`src/rtl/scarv_uart_pkg.sv`:
```
// Shared definitions for the SCARV UART receive and transmit blocks.
//   uart_rx_state_e : receiver FSM states
//   uart_cpb()      : clock cycles per line bit
//   uart_half()     : clock cycles to the middle of a bit
//   UART_DATA_W     : character width in bits
package scarv_uart_pkg;

    localparam int unsigned UART_DATA_W = 8;

    typedef enum logic [2:0] {
        StIdle,
        StStart,
        StData,
        StStop,
        StBreak
    } uart_rx_state_e;

    function automatic int unsigned uart_cpb(input int unsigned clk_hz,
                                             input int unsigned bit_rate);
        return clk_hz / bit_rate;
    endfunction

    function automatic int unsigned uart_half(input int unsigned cpb);
        return cpb / 2;
    endfunction

endpackage

```
`src/rtl/scarv_uart_rx_fifo.sv`:
```
// Synchronous first-word fall-through FIFO.
//   f_clk, sys_reset : clock, asynchronous active-low reset
//   push, push_data  : write request and data (ignored when full unless popping)
//   pop              : read request (ignored when empty)
//   pop_data         : head entry, valid while !empty
//   full, empty      : occupancy flags
module scarv_uart_rx_fifo #(
    parameter int unsigned WIDTH = 8,
    parameter int unsigned DEPTH = 4
) (
    input  logic             f_clk,
    input  logic             sys_reset,
    input  logic             push,
    input  logic [WIDTH-1:0] push_data,
    input  logic             pop,
    output logic [WIDTH-1:0] pop_data,
    output logic             full,
    output logic             empty
);

    localparam int unsigned AW = $clog2(DEPTH);

    // One extra pointer bit separates full from empty when the indices match.
    logic [AW:0]      wr_ptr_q;
    logic [AW:0]      rd_ptr_q;
    logic [WIDTH-1:0] mem_q [DEPTH];
    logic             do_push;
    logic             do_pop;

    assign empty    = (wr_ptr_q == rd_ptr_q);
    assign full     = (wr_ptr_q[AW] != rd_ptr_q[AW]) &&
                      (wr_ptr_q[AW-1:0] == rd_ptr_q[AW-1:0]);
    assign do_pop   = pop && !empty;
    // A pop in the same cycle frees the slot being written.
    assign do_push  = push && (!full || do_pop);
    assign pop_data = mem_q[rd_ptr_q[AW-1:0]];

    always_ff @(posedge f_clk or negedge sys_reset) begin
        if (!sys_reset) begin
            wr_ptr_q <= '0;
            rd_ptr_q <= '0;
            for (int unsigned i = 0; i < DEPTH; i++) begin
                mem_q[i] <= '0;
            end
        end else begin
            if (do_push) begin
                mem_q[wr_ptr_q[AW-1:0]] <= push_data;
                wr_ptr_q                <= wr_ptr_q + 1'b1;
            end
            if (do_pop) begin
                rd_ptr_q <= rd_ptr_q + 1'b1;
            end
        end
    end

endmodule

```
`src/rtl/scarv_uart_rx.sv`:
```
// UART receiver: deserialises 8N1/8N2 frames from uart_rxd into a byte FIFO.
//   f_clk, sys_reset : clock, asynchronous active-low reset
//   uart_rxd         : asynchronous serial input, idles high
//   rx_valid/rx_data : FIFO head byte, accepted when rx_ready is high
//   rx_busy          : receiver is inside a frame (or waiting out a break)
//   rx_frame_err     : one-cycle pulse, a stop bit was sampled low
//   rx_overrun       : one-cycle pulse, a completed byte was dropped (FIFO full)
module scarv_uart_rx
    import scarv_uart_pkg::*;
#(
    parameter int unsigned UART_BIT_RATE  = 115200,
    parameter int unsigned UART_CLK_HZ    = 50_000_000,
    parameter int unsigned UART_STOP_BITS = 1,
    parameter int unsigned RX_FIFO_DEPTH  = 4
) (
    input  logic                   f_clk,
    input  logic                   sys_reset,
    input  logic                   uart_rxd,
    output logic                   rx_valid,
    output logic [UART_DATA_W-1:0] rx_data,
    input  logic                   rx_ready,
    output logic                   rx_busy,
    output logic                   rx_frame_err,
    output logic                   rx_overrun
);

    localparam int unsigned CPB  = uart_cpb(UART_CLK_HZ, UART_BIT_RATE);
    localparam int unsigned HALF = uart_half(CPB);
    localparam int unsigned CW   = (CPB > 1) ? $clog2(CPB) : 1;

    localparam logic [CW-1:0] CPB_LAST  = CW'(CPB - 1);
    localparam logic [CW-1:0] HALF_LAST = CW'(HALF - 1);
    localparam logic          LAST_STOP = (UART_STOP_BITS == 2);
    localparam logic [2:0]    LAST_BIT  = 3'(UART_DATA_W - 1);

    logic                   rxd_meta_q;
    logic                   rxs;
    uart_rx_state_e         state_q, state_d;
    logic [CW-1:0]          cnt_q, cnt_d;
    logic [2:0]             bit_idx_q, bit_idx_d;
    logic                   stop_idx_q, stop_idx_d;
    logic [UART_DATA_W-1:0] shift_q, shift_d;
    logic                   frame_err_q, frame_err_d;
    logic                   overrun_q, overrun_d;
    logic                   push;
    logic                   fifo_full;
    logic                   fifo_empty;

    // Two-flop synchroniser; flops reset to the idle line level.
    always_ff @(posedge f_clk or negedge sys_reset) begin
        if (!sys_reset) begin
            rxd_meta_q <= 1'b1;
            rxs        <= 1'b1;
        end else begin
            rxd_meta_q <= uart_rxd;
            rxs        <= rxd_meta_q;
        end
    end

    always_ff @(posedge f_clk or negedge sys_reset) begin
        if (!sys_reset) begin
            state_q     <= StIdle;
            cnt_q       <= '0;
            bit_idx_q   <= '0;
            stop_idx_q  <= 1'b0;
            shift_q     <= '0;
            frame_err_q <= 1'b0;
            overrun_q   <= 1'b0;
        end else begin
            state_q     <= state_d;
            cnt_q       <= cnt_d;
            bit_idx_q   <= bit_idx_d;
            stop_idx_q  <= stop_idx_d;
            shift_q     <= shift_d;
            frame_err_q <= frame_err_d;
            overrun_q   <= overrun_d;
        end
    end

    always_comb begin
        state_d     = state_q;
        cnt_d       = cnt_q + 1'b1;
        bit_idx_d   = bit_idx_q;
        stop_idx_d  = stop_idx_q;
        shift_d     = shift_q;
        frame_err_d = 1'b0;
        push        = 1'b0;

        unique case (state_q)
            StIdle: begin
                cnt_d = '0;
                if (!rxs) begin
                    state_d = StStart;
                end
            end
            StStart: begin
                // Mid-start-bit check; a line already back high was a glitch.
                if (cnt_q == HALF_LAST) begin
                    cnt_d     = '0;
                    bit_idx_d = '0;
                    state_d   = rxs ? StIdle : StData;
                end
            end
            StData: begin
                if (cnt_q == CPB_LAST) begin
                    cnt_d              = '0;
                    shift_d[bit_idx_q] = rxs;
                    bit_idx_d          = bit_idx_q + 1'b1;
                    if (bit_idx_q == LAST_BIT) begin
                        stop_idx_d = 1'b0;
                        state_d    = StStop;
                    end
                end
            end
            StStop: begin
                if (cnt_q == CPB_LAST) begin
                    cnt_d = '0;
                    if (!rxs) begin
                        frame_err_d = 1'b1;
                        state_d     = StBreak;
                    end else if (stop_idx_q == LAST_STOP) begin
                        push    = 1'b1;
                        state_d = StIdle;
                    end else begin
                        stop_idx_d = 1'b1;
                    end
                end
            end
            StBreak: begin
                // Hold off until the line releases so a stuck-low line is one error.
                cnt_d = '0;
                if (rxs) begin
                    state_d = StIdle;
                end
            end
            default: begin
                state_d = StIdle;
            end
        endcase
    end

    // A full FIFO always holds a head byte, so rx_ready alone decides the pop.
    assign overrun_d = push && fifo_full && !rx_ready;

    scarv_uart_rx_fifo #(
        .WIDTH (UART_DATA_W),
        .DEPTH (RX_FIFO_DEPTH)
    ) u_fifo (
        .f_clk     (f_clk),
        .sys_reset (sys_reset),
        .push      (push),
        .push_data (shift_q),
        .pop       (rx_ready),
        .pop_data  (rx_data),
        .full      (fifo_full),
        .empty     (fifo_empty)
    );

    assign rx_valid     = !fifo_empty;
    assign rx_busy      = (state_q != StIdle);
    assign rx_frame_err = frame_err_q;
    assign rx_overrun   = overrun_q;

endmodule

```
`config.mk`:
```
export PLATFORM = sky130hd
export DESIGN_NAME = scarv_uart_rx
export DESIGN_NICKNAME = d
export VERILOG_FILES = /design/src/rtl/scarv_uart_pkg.sv /design/src/rtl/scarv_uart_rx_fifo.sv /design/src/rtl/scarv_uart_rx.sv
export SDC_FILE = /design/constraint.sdc
export NUM_CORES = 1
export LEC_CHECK = 0
export BUFFER_PORTS_ARGS = -buffer_cell sky130_fd_sc_hd__clkbuf_2
export CAP_MARGIN = 10
export CORE_UTILIZATION = 50
export DETAILED_ROUTE_END_ITERATION = 6
export GPL_TIMING_DRIVEN = 0
export PLACE_DENSITY = 0.81
export SYNTH_ARGS = -nofsm -noshare
export SYNTH_HDL_FRONTEND = slang
export SYNTH_SLANG_ARGS = --single-unit
```
`constraint.sdc`:
```
create_clock -name f_clk -period 1.8 [get_ports f_clk]
set_input_delay 0.36 -clock f_clk [delete_from_list [all_inputs] [get_ports f_clk]]
set_output_delay 0.36 -clock f_clk [all_outputs]
set_load 0.05 [all_outputs]
```
# Word-level counts from Yosys, hierarchy flattened
# Cells that the tools add are included.
# word_totals
regBits	66
output_inout_bits	12
input_bits	4
# classes
order_cmp	5
n_bitwise	2
mux	38
eq_ne	18
add_sub_neg	4
n_reduce_logical	21
# op_table
cell	count
bitwise mux 32 bit	1
2-to-1 mux 3 bit	10
one-hot mux 9 bit (3 select lines)	1
2-to-1 mux 8 bit	3
2-to-1 mux 9 bit	2
binary-select mux 8 bit (select 2 bit)	1
demux 8 bit (select 2 bit)	1
one-hot mux 3 bit (5 select lines)	1
inequality test 2 bit, second input constant	7
2-to-1 mux 1 bit	13
adder 3 x 1 -> 3 bit, second input constant	3
adder 9 x 1 -> 9 bit, second input constant	1
equality test 9 x 8 -> 1 bit, second input constant	1
equality test 9 bit, second input constant	1
bitwise mux 8 bit	1
logical AND 1 bit	7
AND reduction 7 bit	1
equality test 3 x 2 -> 1 bit, second input constant	2
equality test 3 bit, second input constant	2
>= comparator 3 bit, second input constant	2
inverter 2 -> 3 bit	2
one-hot mux 3 bit (2 select lines)	1
AND reduction 5 bit	1
< comparator 3 x 4 -> 1 bit, second input constant	1
other kinds (18)	22

# Logic depth before layout (Yosys ltp)
# Gate-level depths: netlist (run 1).
# depth
ltp_word	6
ltp_mapped	6
ltp_nobuf	6

# Hierarchy
# Synthesis (run 1) repeated with hierarchy kept, for this count alone.
# hier_totals
cells_unflattened	245
hier_area_um2	3344.5
# by_module_without_submodules
mod	cells_each	seq_area_each_um2	area_per_inst_um2	n_inst
scarv_uart_rx_fifo	118	950.9	1955.6	1
scarv_uart_rx	127	678.2	1388.8	1

# Worst setup path before layout (run 1)
# Ideal clock, no wire load.
# synth_timing
kind	reg2reg
startpoint	register u_fifo.rd_ptr_q[0]
endpoint	register u_fifo.rd_ptr_q[1]
path_buffers	1
slack_ns	-0.124
arrival_time_ns	1.799
required_ns	1.675
path_stages_with_launch	6
cell_sequence	dfrtp_1 > buf_4 > xnor2_1 > nand3b_1 > nand2_1 > mux2_2
# synth_between
elab_chain_len	3
elab_cells_between_ends	4
cone_classes	add/sub: 1; eq/ne: 1; reduce/logical: 2
# synth_rtl
element	line_no	rtl
from (decl)	scarv_uart_rx_fifo.sv:25	logic [AW:0] rd_ptr_q;
from (signal assigned)	scarv_uart_rx_fifo.sv:51	rd_ptr_q <= rd_ptr_q + 1'b1;
equality test 3 bit	scarv_uart_rx_fifo.sv:30	assign empty = (wr_ptr_q == rd_ptr_q);
zero test 1 bit	n/a	
via rx_valid	scarv_uart_rx.sv:19	output logic rx_valid,
logical AND 1 bit	scarv_uart_rx_fifo.sv:33	assign do_pop = pop && !empty;
# The timed path passes the listed nets, and every way through them passes these cells.
# A chain may end at the register's enable or synchronous reset.

# Worst setup path in the final report (run 1)
# layout_timing
startpoint	register u_fifo.rd_ptr_q[0]
endpoint	output port rx_data[1]
# layout_between
elab_chain_len	4
# layout_rtl
element	line_no	rtl
inverter 2 -> 3 bit (not written as such)	scarv_uart_rx_fifo.sv:36	assign pop_data = mem_q[rd_ptr_q[AW-1:0]];
binary-select mux 8 bit (select 2 bit)	scarv_uart_rx_fifo.sv:36	
2-to-1 mux 8 bit (not written as such) (2 in series)	scarv_uart_rx_fifo.sv:36	
to (decl)	scarv_uart_rx.sv:20	output logic [UART_DATA_W-1:0] rx_data,
# No other way between the ends. The select of a mux whose other input is x is not followed.

==> results of run 1 <==
[cell usage after synthesis, types with 2 or more instances]
cell type and count:
clkbuf_1 5, inv_1 6, xnor2_1 11, nand3b_1 4, dfrtp_1 63, mux4_2 8
nand2_1 8, nor3_1 6, dfstp_2 2, xor2_1 3, nor2_1 17, mux2i_1 2
mux2_2 42, o2bb2ai_1 3, ha_1 10, and2_1 2, nor2b_1 3, or3_1 3
nand4_1 3, nand3_1 10, nand2b_1 3, nand4b_1 3, nand3_2 4, a31oi_1 2
a21oi_1 2
[through the flow]
step / worst slack (ns) / cells / total power, W / TNS, ns / utilization
final: -0.190 / 366 / 0.00289 / -1.90 / 0.684
after CTS: -0.200 / 349 / 0.00292 / -3.28 / 0.640
after global placement: -0.200 / 328 / 0.00153 / -7.76 / 0.554
after floorplan: -0.0779 / 238 / 0.00150 / -0.0779 / -
after detailed placement: -0.269 / 328 / 0.00153 / -8.93 / 0.554
after global routing: -0.229 / 366 / 0.00299 / -4.48 / 0.684
[logic make-up after synthesis]
group	Yosys count	synth area share
buf+inv	14	0.0185
simple gates	74	0.143
flops	65	0.523
xor+xnor	14	0.0394
compound gates	9	0.0201
mux	52	0.216
fa+ha+maj	10	0.0402
[how the worst max path moves through the flow]
| stage | depth (start not counted) | slack [ns] | endpoint | from |
|---|---|---|---|---|
| CTS | 3 | -0.20 | rx_data[7] | u_fifo.rd_ptr_q[0] |
| floorplan | 5 | -0.08 | u_fifo.rd_ptr_q[1] | u_fifo.rd_ptr_q[0] |
| detailed placement | 5 | -0.27 | u_fifo.mem_q[4] | state_q[0] |
| global placement | 5 | -0.20 | u_fifo.mem_q[1] | state_q[0] |
| global route | 3 | -0.23 | rx_data[0] | u_fifo.rd_ptr_q[0] |
| finish | 3 | -0.19 | rx_data[1] | u_fifo.rd_ptr_q[0] |
[cells in the final DEF, fill, tap and decap left out, types with 9 or more instances in the layout]
master	netlist	routed
dfrtp_1	63	58
mux2_2	42	31
buf_4	1	17
nor2_1	17	16
buf_8	0	11
mux2_4	0	11
xnor2_1	11	9
ha_1	10	9
clkbuf_8	0	9
[sequential cells by signal (all words and copies together) (netlist names), 3 cells and up]
| name | flops |
|---|---|
| u_fifo.wr_ptr_q | 3 |
| bit_idx_q | 3 |
| cnt_q | 9 |
| u_fifo.mem_q | 32 |
| shift_q | 8 |
| u_fifo.rd_ptr_q | 3 |
| state_q | 3 |
[layout make-up]
class | instances | area share
Sequential cell | 65 | 0.401
Multi-Input combinational cell | 160 | 0.403
Buffer | 7 | 0.0154
Inverter | 6 | 0.00553
Tap cell | 75 | 0.0230
Clock buffer | 9 | 0.0304
Clock inverter | 7 | 0.0252
Timing Repair Buffer | 37 | 0.0964
[what timing repair did]
item	4_1_cts	5_1_grt
setup buffers	5	16
gates cloned	1	1
gates resized for setup	45	37
pin swaps	5	13
hold endpoints to repair	0	0
setup endpoints to repair	62	61
[power by group]
part           internal (W)  leakage (nW)  switching (W)  total (W)
Clock              0.000790         0.110       0.000596    0.00139
Combinational    0.00000484         0.874      0.0000338  0.0000386
Sequential          0.00146         0.882     0.00000109    0.00146
Total               0.00226          1.87       0.000631    0.00289
[worst max-delay path, stage by stage (launching register included)]
cell and delay [ns]:
dfrtp_2 0.43, clkbuf_16 0.18, mux4_2 0.51, buf_8 0.17
[metal layers]
metal  wire length (um)  share of wire  vias up  GRT usage
li1                   -              -      964          -
met1               2820           0.43     1055      0.256
met2               3430           0.52       24      0.357
met3                160          0.024       12     0.0551
met4                141          0.022        0     0.0911
met5                  0              0        -          0
==> flow_metrics.tcl, run 1 <==
set metrics [dict create \
    drv_slew 0 \
    vias_per_cell 5.61 \
    die_h_um 80.9 \
    max_freq_mhz 503 \
    wire_per_inst_um 17.9 \
    setup_slack_ns -0.190 \
    syn_nets 252 \
    cts_buffers 9 \
    first_pass_iters 4 \
    grt_overflow_total 0 \
    period_needed_ns 1.99 \
    critPathLaunchType "flop" \
    track_usage 0.212 \
    cp_max_fo 4 \
    yosys_warnings 0 \
    clock_insertion_delay_worst_skew_ns 0.34 \
    port_buffers 15 \
    ys_seq_elements 65 \
    r2r-end "u_fifo.mem_q[27]" \
    die_w_um 80.9 \
    status "complete, but fails checks" \
    drt-initial-drc-count 72 \
    ff2ff_path_depth 7 \
    clock_sinks 65 \
    dp_hpwl_mm 3.65 \
    route.detailed.drc 0 \
    skew_ns 0.00834 \
    antenna_found_initial 0 \
    async_reset_ff_frac 1.00 \
    antenna_cells 0 \
    start_util 0.523 \
    syn2layout_area_growth_pct 30.8 \
    grt_max_degree 66 \
    avgSynthCellArea_um2 13.1 \
    hold_path_depth 1 \
    place_area_mm2 0.00330 \
    worstHoldStart "uart_rxd" \
    reg2reg_slack_ns -0.03 \
    pwr_density_cell_mw_per_mm2 709 \
    dieArea_mm2 0.00655 \
    num_rows 28 \
    critical_path_class "flop to output port" \
    multi_input_area_mm2 0.00164 \
    grt_pass1_wl_mm 9.92 \
    clkTransAtPathRegs_ns 0.07 \
    cp.required_ns 1.44 \
    r2r_start "u_fifo.rd_ptr_q[0]" \
    ant_nets 0 \
    hold_class "input pin to flop" \
    worstMarginPinSlew_ns 0.891 \
    synthTopCellsByArea "dfrtp_1, mux2_2, mux4_2, ha_1, xnor2_1" \
    totalWireLength_mm 6.55 \
    gp_congestion 0.802 \
    timing.final.crit_share 1.11 \
    netlist.area_leader.share 0.506 \
    grt_pass1_vias 2003 \
    synth-edff-count 0 \
    layout.nets 300 \
    peakVddDrop_mv 0.476 \
    synth_cell_types 38 \
    nFillCells 403 \
    core_region_area_mm2 0.00596 \
    critPathCaptureType "output port" \
    ys.flop_type "dfrtp_1" \
    ys_seq_area_frac 0.523 \
    crit_arrival_ns 1.63 \
    grt_setup_unrepaired "yes" \
    synthCells 238 \
    cts_max_path_buffers 2 \
    fin_area_mm2 0.00408 \
    ioPinCount 16 \
    cap_violations 0 \
    regArea_mm2 0.00164 \
    yosys.area.top_type "dfrtp_1" \
    leakage_nw 1.87 \
    synth_area_mm2 0.00312 \
    slew_headroom 0.406 \
    root_buffer "clkbuf_8" \
    h-tree-depth 3 \
    worst_hold_slack_ns 0.0905 \
    vias 2055 \
    drive_gt1_frac 0.460 \
    hold_violations 0 \
    violations "setup timing" \
    cts_tree "done" \
    cts_hold_buffers 0 \
    setup_viol 33 \
    hold_end "rxd_meta_q" \
]
No activity file was read; power rests on OpenSTA's default activity.
==> run 2: changes to the inputs <==
--- a/config.mk
+++ b/config.mk
@@ -6,11 +6,12 @@
 export NUM_CORES = 1
 export LEC_CHECK = 0
 export BUFFER_PORTS_ARGS = -buffer_cell sky130_fd_sc_hd__clkbuf_2
-export CAP_MARGIN = 10
+export CAP_MARGIN = 20
 export CORE_UTILIZATION = 50
 export DETAILED_ROUTE_END_ITERATION = 6
 export GPL_TIMING_DRIVEN = 0
 export PLACE_DENSITY = 0.81
+export SKIP_LAST_GASP = 1
 export SYNTH_ARGS = -nofsm -noshare
 export SYNTH_HDL_FRONTEND = slang
 export SYNTH_SLANG_ARGS = --single-unit
==> run 2 against run 1 <==
  * First-iteration DRC count is 17% lower
  * Register-to-register slack hardly changed
  * Wire length fell by 2.3%
  * Largest power group unchanged
  * Clock power is essentially flat
  * Utilization is 0.76 points lower
  * Die area stayed put
  * The flow still finishes with violations (setup timing)
  * Critical path depth stayed put
  * Sequential share of layout area increased by 0.45 points
  * Cell area fell by 1.1%
  * Sequential cell count is the same
  * Critical path type unchanged
  * Clock-buffer cell count unchanged
==> flow_metrics.tcl, run 2 (synthesized netlist as in run 1, its figures left out) <==
set metrics [dict create \
    status "complete, but fails checks" \
    violations "setup timing" \
    drive_gt1_frac 0.462 \
    drt-initial-drc-count 60 \
    hold_class "input pin to flop" \
    antenna_found_initial 0 \
    setup_slack_ns -0.183 \
    largest_register_ff_count 32 \
    slew_headroom 0.420 \
    clockPowerShare 0.480 \
    syn2layout_area_growth_pct 29.4 \
    grt_max_degree 66 \
    grt_overflow_total 0 \
    grt_setup_unrepaired "yes" \
    grt_pass1_vias 1994 \
    top_register "u_fifo.mem_q" \
    drv_slew 0 \
    period_needed_ns 1.98 \
    dieArea_mm2 0.00655 \
    max_freq_mhz 504 \
    clock_sinks 65 \
    comb_power_share 0.013 \
    fin_util 0.677 \
    crit_start "u_fifo.rd_ptr_q[0]" \
    setup_viol 20 \
    wire_per_inst_um 17.4 \
    p_seq_frac 0.507 \
    cp.required_ns 1.44 \
    vias 2061 \
    leakage_nw 1.83 \
    p_sw_w 0.000632 \
    cts_buffers 9 \
    layout.nets 301 \
    clkTransAtPathRegs_ns 0.08 \
    core_region_area_mm2 0.00596 \
    reg2reg_slack_ns -0.02 \
    pwr_density_cell_mw_per_mm2 717 \
    nFillCells 401 \
    tns_ns -1.54 \
    grt_pass1_wl_mm 9.88 \
    die_w_um 80.9 \
    critPathLaunchType "flop" \
    die_h_um 80.9 \
    num_rows 28 \
    final_cell_mix "dfrtp_1, mux2_2, buf_4, nor2_1, buf_8" \
    dp_hpwl_mm 3.65 \
    start_util 0.523 \
    route.detailed.drc 0 \
    cp_max_fo 4 \
    ioPinCount 16 \
    hold_path_depth 1 \
    post-place-ws_ns -0.269 \
    gp_congestion 0.802 \
    totalWireLength_mm 6.40 \
    clock_insertion_delay_worst_skew_ns 0.34 \
    track_usage 0.211 \
    top_regs "u_fifo.mem_q (32), cnt_q (9), shift_q (8)" \
    first_pass_iters 5 \
    h-tree-depth 3 \
    critical_path_class "flop to output port" \
    ff2ff_path_depth 7 \
    timing.final.crit_share 1.10 \
    layout_commonest_cell "dfrtp_1" \
    cts_max_path_buffers 2 \
    port_buffers 15 \
    vias_per_cell 5.62 \
    crit_arrival_ns 1.62 \
    hold_violations 0 \
    ant_nets 0 \
    intPower_w 0.00226 \
    critPathCaptureType "output port" \
    p_sw_frac 0.219 \
    peakVddDrop_mv 0.471 \
    root_buffer "clkbuf_8" \
    cts_tree "done" \
    antenna_cells 0 \
    r2r_start "u_fifo.rd_ptr_q[0]" \
    skew_ns 0.0115 \
    worstHoldStart "uart_rxd" \
    worstMarginPinSlew_ns 0.870 \
    cap_violations 0 \
]
## run 2: critical path: stages, from the launching register on
cell and delay [ns]:
dfrtp_2 0.43, clkbuf_16 0.18, mux4_2 0.52, buf_8 0.17
## run 2: layout make-up
type,count,area [um^2],area share
well taps,75,93.8,0.0233
clock buffers,9,124,0.0307
repair buffers,38,385,0.0956
clock inverters,7,103,0.0255
plain buffers,7,58.8,0.0146
multi-input cells,160,1610,0.399
flip-flops and latches,65,1640,0.406
inverters,6,22.5,0.00559
## run 2: power groups by stage
stage / Clock, W / Combinational, W / Sequential (W)
floorplan: 0 / 0.00000551 / 0.00149
global placement: 0 / 0.0000393 / 0.00149
detailed placement: 0 / 0.0000407 / 0.00149
CTS: 0.00142 / 0.0000406 / 0.00146
global route: 0.00148 / 0.0000453 / 0.00146
finish: 0.00139 / 0.0000386 / 0.00146
## run 2: timing repair
action / 4_1_cts / 5_1_grt
hold buffers: 0 / 0
hold endpoints to repair: 0 / 0
gates cloned: 1 / 2
buffers inserted: 5 / 16
pin swaps: 5 / 13
resized for setup: 41 / 33
setup endpoints to repair: 62 / 61
## run 2: stage by stage
step / cell area [um^2] / hold slack (ns) / power [W] / instances
floorplan: 3130 / 0.0644 / 0.00150 / 238
detailed placement: 3300 / 0.350 / 0.00153 / 328
finish: 4030 / 0.0926 / 0.00289 / 367
CTS: 3780 / 0.0756 / 0.00292 / 349
global placement: 3300 / 0.346 / 0.00153 / 328
global route: 4030 / 0.0612 / 0.00299 / 367
## run 2: worst paths after layout
| path | end |
|---|---|
| setup / recovery | rx_data[0] |
| hold / removal | rxd_meta_q |
| setup reg to reg | u_fifo.mem_q[26] |
| hold reg to reg | rxs |
| max in group asynchronous | cnt_q[5] |
| min in group asynchronous | u_fifo.mem_q[24] |
## run 2: layer usage
layer,global-route usage,share of wire,vias to the layer above,wire length [um]
li1,-,-,969,-
met1,0.256,0.44,1053,2790
met2,0.354,0.53,33,3370
met3,0.0551,0.024,6,156
met4,0.0911,0.012,0,76
met5,0,0,-,0
==> run 3: changes to the inputs <==
--- a/config.mk
+++ b/config.mk
@@ -7,6 +7,7 @@
 export LEC_CHECK = 0
 export BUFFER_PORTS_ARGS = -buffer_cell sky130_fd_sc_hd__clkbuf_2
 export CAP_MARGIN = 20
+export CORE_MARGIN = 3
 export CORE_UTILIZATION = 50
 export DETAILED_ROUTE_END_ITERATION = 6
 export GPL_TIMING_DRIVEN = 0
==> run 3 against run 2 <==
  * Register-to-register slack worse by 0.07 ns
  * Fmax down 0.24%
  * Critical path type unchanged
  * Clock-buffer cell count up 1
  * Cell area up 2.9%
  * Sequential power about the same
  * The run still ends with setup timing left
  * Worst setup slack worse by 0.0048 ns
  * Critical path depth unchanged
  * Via count up 2.4%
  * Clock power about the same
==> flow_metrics.tcl, run 3 (synthesized netlist as in run 1, its figures left out) <==
set metrics [dict create \
    ioPinCount 16 \
    die_h_um 84.9 \
    setup_slack_ns -0.188 \
    hold_class "input pin to flop" \
    grt_setup_unrepaired "yes" \
    instances_no_fill 371 \
    start_util 0.520 \
    timing.final.crit_share 1.10 \
    track_usage 0.183 \
    final_cell_mix "dfrtp_1, mux2_2, buf_4, mux2_4, nor2_1" \
    root_buffer "clkbuf_8" \
    drt-initial-drc-count 105 \
    crit_arrival_ns 1.63 \
    critPathCaptureType "output port" \
    top_register "u_fifo.mem_q" \
    cts_max_path_buffers 2 \
    cap_violations 0 \
    antenna_found_initial 0 \
    critical_path_class "flop to output port" \
    skew_ns 0.0101 \
    drive_gt1_frac 0.476 \
    layout.nets 305 \
    dieArea_mm2 0.00721 \
    syn2layout_area_growth_pct 33.1 \
    vias 2110 \
    grt_pass1_wl_mm 10.2 \
    hold_violations 0 \
    peakVddDrop_mv 0.561 \
    grt_overflow_total 0 \
    grt_pass1_vias 2036 \
    power_w 0.00291 \
    cp.required_ns 1.44 \
    gp_congestion 0.808 \
    grt_max_degree 66 \
    top_regs "u_fifo.mem_q (32), cnt_q (9), shift_q (8)" \
    die_w_um 84.9 \
    period_needed_ns 1.99 \
    vias_per_cell 5.69 \
    max_freq_mhz 503 \
    first_pass_iters 4 \
    path_cells "clkbuf_16 -> mux4_2 -> buf_8" \
    dp_cells 328 \
    slew_headroom 0.417 \
    layout_commonest_cell "dfrtp_1" \
    slowest_delay_ns 0.52 \
    totalWireLength_mm 6.90 \
    ant_nets 0 \
    status "complete, but fails checks" \
    largest_register_ff_count 32 \
    setup_viol 45 \
    cts_buffers 9 \
    pwr_density_cell_mw_per_mm2 702 \
    post-place-ws_ns -0.260 \
    clkTransAtPathRegs_ns 0.08 \
    dp_hpwl_mm 3.76 \
    core_region_area_mm2 0.00599 \
    cp_max_fo 4 \
    port_buffers 15 \
    clock_insertion_delay_worst_skew_ns 0.35 \
    leakage_nw 1.92 \
    antenna_cells 0 \
    violations "setup timing" \
    drv_slew 0 \
    cp_slowest_cell "mux4_2" \
    worst_hold_slack_ns 0.101 \
    cts_tree "done" \
    h-tree-depth 3 \
    clock_sinks 65 \
    critPathLaunchType "flop" \
    route.detailed.drc 0 \
    num_rows 28 \
    wire_per_inst_um 18.6 \
    worstMarginPinSlew_ns 0.875 \
    cts_hold_buffers 0 \
]
## run 3: changes by cell type in the layout (fill, tap and decap cells not counted), sizes merged
cell	change
buf	+3
clkinv	-1
clkbuf	+2
## run 3: final timing paths
path	start	end	slack (ns)	cells past startpoint
worst max-delay path	u_fifo.rd_ptr_q[0]	rx_data[6]	-0.19	3
worst min-delay path	uart_rxd	rxd_meta_q	0.10	1
worst max register to register	u_fifo.rd_ptr_q[0]	u_fifo.mem_q[22]	-0.09	7
worst min register to register	rxd_meta_q	rxs	0.36	0
max in group asynchronous	sys_reset	cnt_q[0]	1.02	1
min in group asynchronous	sys_reset	u_fifo.mem_q[18]	0.16	1
## run 3: per-stage QoR
stage	TNS, ns	cell area [um^2]	util
final	-3.51	4150	0.692
after global placement	-7.48	3300	0.551
after floorplan	-0.0779	3130	-
after detailed placement	-9.25	3300	0.551
after global routing	-5.79	4150	0.692
after CTS	-2.39	3790	0.633
## run 3: per-layer routing
layer,GRT usage,up-vias,routed length (um)
met5,0,-,0
met3,0.0592,16,233
met4,0.0647,0,198
met1,0.217,1090,2800
li1,-,966,-
met2,0.314,38,3670
## run 3: area by class of cell
cell class	count	area, um^2
Fill cell	379	1850
Multi-Input combinational cell	160	1680
Sequential cell	65	1640
Timing Repair Buffer	42	428
Clock buffer	10	138
Tap cell	75	93.8
Clock inverter	6	90.1
Buffer	7	55.1
Inverter	6	22.5
## run 3: what timing repair did
item                       CTS  global route
gates cloned                 1             1
pin swaps                    6            11
setup endpoints to repair   63            60
resized for setup           40            54
buffers inserted             7            19
## run 3: worst max-delay path: cells and delay by family (launching register included)
| family | cells | cell delay [ns] |
|---|---|---|
| flops | 1 | 0.43 |
| mux | 1 | 0.52 |
| buf+inv | 2 | 0.34 |
## run 3: report_power, final
group,switching (W),internal [W]
registers,0.00000141,0.00146
clock network,0.000585,0.000822
logic,0.0000340,0.00000488
total,0.000621,0.00229
